===== config.mk =====
export PLATFORM = sky130hd
export DESIGN_NAME = clk_divider_multi
export DESIGN_NICKNAME = d
export VERILOG_FILES = /design/src/rtl/clk_divider_multi.sv
export SDC_FILE = /design/constraint.sdc
export NUM_CORES = 1
export LEC_CHECK = 0
export CORE_MARGIN = 1.5
export CORE_UTILIZATION = 57
export CTS_BUF_LIST = sky130_fd_sc_hd__clkbuf_8 sky130_fd_sc_hd__clkbuf_16
export DETAILED_ROUTE_END_ITERATION = 8
export PLACE_DENSITY = 0.77
export RECOVER_POWER = 50
export SLEW_MARGIN = 20
export SYNTH_ARGS = -nofsm -noshare
export SYNTH_HDL_FRONTEND = slang
export SYNTH_SLANG_ARGS = --single-unit

===== constraint.sdc =====
create_clock -name clk_in -period 5.3 [get_ports clk_in]
set_input_delay 1.06 -clock clk_in [delete_from_list [all_inputs] [get_ports clk_in]]
set_output_delay 1.06 -clock clk_in [all_outputs]
set_load 0.1 [all_outputs]

===== src/rtl/clk_divider_multi.sv =====
// Multi-channel programmable clock-enable generator. Each channel emits a divided waveform and a
// period-start tick; new period/high settings are staged in a shadow and applied at the next wrap.
module clk_divider_multi #(
  parameter int unsigned CHANNELS    = 4,
  parameter int unsigned CNT_WIDTH   = 24,
  parameter int unsigned DEFAULT_DIV = 12000000
) (
  input  logic                                                 clk_in,
  input  logic                                                 rst_n,
  input  logic [CHANNELS-1:0]                                  en,
  input  logic                                                 cfg_valid,
  output logic                                                 cfg_ready,
  input  logic [((CHANNELS > 1) ? $clog2(CHANNELS) : 1)-1:0] cfg_ch,
  input  logic [CNT_WIDTH-1:0]                                 cfg_div,
  input  logic [CNT_WIDTH-1:0]                                 cfg_high,
  output logic [CHANNELS-1:0]                                  clk_out,
  output logic [CHANNELS-1:0]                                  tick
);

  localparam int unsigned ChW = (CHANNELS > 1) ? $clog2(CHANNELS) : 1;

  typedef logic [CNT_WIDTH-1:0] cnt_t;

  localparam cnt_t DefDiv  = cnt_t'(DEFAULT_DIV);
  localparam cnt_t DefHigh = cnt_t'(DEFAULT_DIV / 2);
  localparam cnt_t One     = cnt_t'(1);
  localparam cnt_t Two     = cnt_t'(2);

  logic [CHANNELS-1:0] pending;
  cnt_t                div_clamp;
  cnt_t                high_clamp;
  logic                accept;

  // Clamp so that both the high and the low phase are at least one cycle long.
  always_comb begin
    div_clamp = (cfg_div < Two) ? Two : cfg_div;
    if (cfg_high == '0) begin
      high_clamp = One;
    end else if (cfg_high >= div_clamp) begin
      high_clamp = div_clamp - One;
    end else begin
      high_clamp = cfg_high;
    end
  end

  // Out-of-range channel indices never match a channel, so ready stays low for them.
  always_comb begin
    cfg_ready = 1'b0;
    for (int i = 0; i < int'(CHANNELS); i++) begin
      if (cfg_ch == ChW'(i)) begin
        cfg_ready = !pending[i];
      end
    end
  end

  assign accept = cfg_valid && cfg_ready;

  for (genvar g = 0; g < int'(CHANNELS); g++) begin : g_ch
    cnt_t p_q, p_d;
    cnt_t h_q, h_d;
    cnt_t c_q, c_d;
    cnt_t sp_q, sp_d;
    cnt_t sh_q, sh_d;
    logic pend_q, pend_d;
    logic clk_q, clk_d;
    logic tick_q, tick_d;
    logic wr;

    assign wr = accept && (cfg_ch == ChW'(g));

    always_comb begin
      p_d    = p_q;
      h_d    = h_q;
      c_d    = c_q;
      sp_d   = sp_q;
      sh_d   = sh_q;
      pend_d = pend_q;
      clk_d  = 1'b0;
      tick_d = 1'b0;

      // A write is only accepted while nothing is pending, so it never collides with a load.
      if (wr) begin
        sp_d   = div_clamp;
        sh_d   = high_clamp;
        pend_d = 1'b1;
      end

      if (!en[g]) begin
        if (pend_q) begin
          p_d    = sp_q;
          h_d    = sh_q;
          pend_d = 1'b0;
        end
        // Parking at P-1 makes the first enabled edge a period start.
        c_d = p_d - One;
      end else if (c_q == p_q - One) begin
        if (pend_q) begin
          p_d    = sp_q;
          h_d    = sh_q;
          pend_d = 1'b0;
        end
        c_d    = '0;
        clk_d  = 1'b1;
        tick_d = 1'b1;
      end else begin
        c_d   = c_q + One;
        clk_d = (c_d < h_q);
      end
    end

    always_ff @(posedge clk_in) begin
      if (!rst_n) begin
        p_q    <= DefDiv;
        h_q    <= DefHigh;
        c_q    <= DefDiv - One;
        sp_q   <= DefDiv;
        sh_q   <= DefHigh;
        pend_q <= 1'b0;
        clk_q  <= 1'b0;
        tick_q <= 1'b0;
      end else begin
        p_q    <= p_d;
        h_q    <= h_d;
        c_q    <= c_d;
        sp_q   <= sp_d;
        sh_q   <= sh_d;
        pend_q <= pend_d;
        clk_q  <= clk_d;
        tick_q <= tick_d;
      end
    end

    assign pending[g] = pend_q;
    assign clk_out[g] = clk_q;
    assign tick[g]    = tick_q;
  end

endmodule


==> metrics.yaml <==
finalCriticalPeriod_ns: 4.70
num-fill-cells: 4596
maxCapViolCount: 7
power_leakage_nw: 12.6
cts_buffer_depth: 3
firstDrtPassIters: 8
synth_flop_cell: "dfxtp_1"
synth_cells: 3799
path_delay_family: "simple AND/OR/NAND/NOR gates"
synth_fa_ha_area_frac: 0.0528
cts-htree-levels: 2
slew-limit-headroom: -0.580
clock_latency_ns: 0.62
cpPeakStageDelay_ns: 1.21
fin_crit_sh: 0.887
synthDominantCellAreaShare: 0.322
crit_fanout: 13
setup_ws_ns: 0.598
cts_setup_buffers: 0
pwr-share-clk: 0.427
cts-resized-gates: 0
crit_slowest_cell: "o31ai_1"
violations: "capacitance limit, slew limit"
async_flop_share: 0
remaining_drc_errors: 0
status: "finished with violations"
cts_root_buf: "clkbuf_16"
fp.dieH_um: 235
cp.buffers_inverters: 1
netSwitchingPower_mw: 2.78
fin_nets: 3890
ys_ff_latch: 492
synth-simple-area-share: 0.218
syn_to_final_growth_pct: 9.36
synth_compound_area_frac: 0.196
slew_viol_final: 239
intPower_mw: 6.91
die_w_um: 235
max_slew.worst_pin.slew_ns: 2.37
cp_cell_sequence: "or4_1, nor3_1, nand4_1, xnor2_1, or4b_2, o31ai_1, buf_4, nor2_1, a211oi_1"
postSynthAreaPerCell_um2: 8.04
cts_tree: "done"
peakVddDrop_mv: 0.273
place_ws_ns: 0.229
multi_input_area_um2: 18900
power_density_nw_per_um2: 290
tns_ns: 0
cp_data_arrival_time_ns: 5.21
synth_top_family_by_area: "simple AND/OR/NAND/NOR gates"
p_comb_frac: 0.157
post-dp-hpwl_mm: 69.5
yosys-top-cells-area: "dfxtp_1, mux2i_1, nand2_1"
overflow: 0
rows: 84
io_pins: 66
place_congestion: 1.04
core_um2: 52800
synth.most_common_cell: "dfxtp_1"
finalHoldViolations: 0
path_class: "flop to flop"
hold_path.class: "flop to flop"
grt_setup_unrepaired: "no"
setup_violations: 0
endpoint_kind: "flop"
io_buffers: 65
antenna_found_initial: 1
grt_max_degree: 173
drt-vias-per-instance: 6.49
synthMuxAreaShare: 0.0640
synth_xor_area_frac: 0.0871
wire_per_inst_um: 22.2
crit_required_ns: 5.80
ys_top_cells_by_count: "dfxtp_1, nand2_1, clkbuf_1, nor2_1, xnor2_1"
fmax_ghz: 0.213
finalPower_mw: 9.69
cts.sinks: 492
vias: 28780
synth-edff-count: 0
clk_pin_slew_ns: 0.06
yosysSeqAreaShare: 0.322
yosys_warnings: 0
cts_hold_buf: 0
start_kind: "flop"
netSwitchingFraction: 0.287
synthesis.area_um2: 30600
finClkSkew_ns: 0.0202
wl_mm: 98.7
grt_pass1_vias: 25968
syn_nets: 3985
drive_gt1_frac: 0.0665
seqPwrFrac: 0.416
track_usage: 0.352
first_iter_violations: 3307
final_util: 0.633
synth_cell_types: 91
die_area_um2: 55000
synth_top_cell_by_area: "dfxtp_1"
seq_area_um2: 9860
grt_pass1_wl_mm: 151
initial_core_util: 0.579
postRouteAntennaNets: 0
cts-buffers-inserted: 54
whs_ns: 0.460
[sequential cells by signal, indices dropped and copies added, names as in the netlist]
register / count
g_ch.c_q: 96
g_ch.h_q: 96
g_ch.p_q: 96
g_ch.sh_q: 96
g_ch.sp_q: 96
g_ch.clk_q: 4
g_ch.pend_q: 4
g_ch.tick_q: 4
[routing by layer]
layer / GRT usage / share of wire / vias up / wire length, µm
li1: - / - / 13504 / -
met1: 0.474 / 0.42 / 13637 / 41200
met2: 0.526 / 0.43 / 1329 / 42300
met3: 0.0719 / 0.096 / 310 / 9460
met4: 0.189 / 0.058 / 0 / 5740
met5: 0 / 0 / - / 0
[final cells by class]
type / instances / area share
Antenna cell: 2 / 0.000150
Clock buffer: 65 / 0.0453
Clock inverter: 34 / 0.0126
Inverter: 151 / 0.0172
Multi-Input combinational cell: 2848 / 0.564
Sequential cell: 492 / 0.295
Tap cell: 688 / 0.0258
Timing Repair Buffer: 157 / 0.0396
[worst paths after layout]
kind	from	to	slack, ns	cells past startpoint
setup / recovery	g_ch[0].p_q[0]	g_ch[0].p_q[5]	0.60	9
hold / removal	g_ch[1].sh_q[21]	g_ch[1].h_q[21]	0.46	2
setup reg to reg	g_ch[0].p_q[0]	g_ch[0].p_q[5]	0.60	9
hold reg to reg	g_ch[1].sh_q[21]	g_ch[1].h_q[21]	0.46	2
[kinds of logic after synthesis]
family                     after synthesis
AOI/OAI and AO/OA                      867
xor gates and xnor gates               304
adders and majority gates              129
buffers and inverters                  459
DFF                                    492
muxes                                  193
and+or+nand+nor                       1355
[metrics by stage]
stage,instance area (µm²),cells
floorplan,30600,3799
global placement,31600,4336
detailed placement,31600,4336
CTS,33500,4435
global route,33400,4436
finish,33400,4437
[placed cells by master, fill, tap and decap left out, types with 18 or more instances in the layout]
cell	Yosys	final
or3_1	21	21
xor2_1	107	107
clkdlybuf4s50_1	0	51
nand2_1	463	463
inv_1	148	154
a21oi_1	175	176
nor3b_1	36	35
or4_1	22	22
o21ai_0	124	134
o221ai_1	25	25
mux2i_1	175	175
clkbuf_16	0	55
nor3_1	141	141
nand2b_1	20	20
and3_1	57	57
nand3_1	150	150
a211oi_1	46	46
o31ai_1	50	51
a21o_1	39	39
buf_4	15	79
mux2_2	18	18
xnor2_1	197	197
dfxtp_1	492	488
nor2_1	228	227
ha_1	129	129
nand4_1	50	50
nor4_1	46	48
o2111ai_1	33	33
a31oi_1	42	42
o211ai_1	113	113
a2111oi_0	25	25
a211o_1	26	26
o22ai_1	32	32
nor2b_1	39	39
[power groups by stage]
| stage | sequential, mW | clock, mW | combinational, mW |
|---|---|---|---|
| detailed placement | 4.11 | 0 | 1.48 |
| CTS | 4.02 | 4.15 | 1.49 |
| global placement | 4.10 | 0 | 1.46 |
| global route | 4.05 | 4.31 | 1.64 |
| finish | 4.03 | 4.14 | 1.52 |
| floorplan | 4.00 | 0 | 1.07 |
[worst register-to-register path, cell delays in order, from the launching register on]
cell and delay, ns:
dfxtp_1 0.40, or4_1 0.79, nor3_1 0.44, nand4_1 0.18, xnor2_1 0.19, or4b_2 0.73, o31ai_1 1.21, buf_4 0.36
nor2_1 0.06, a211oi_1 0.24
(Power assumes the default switching activity.)
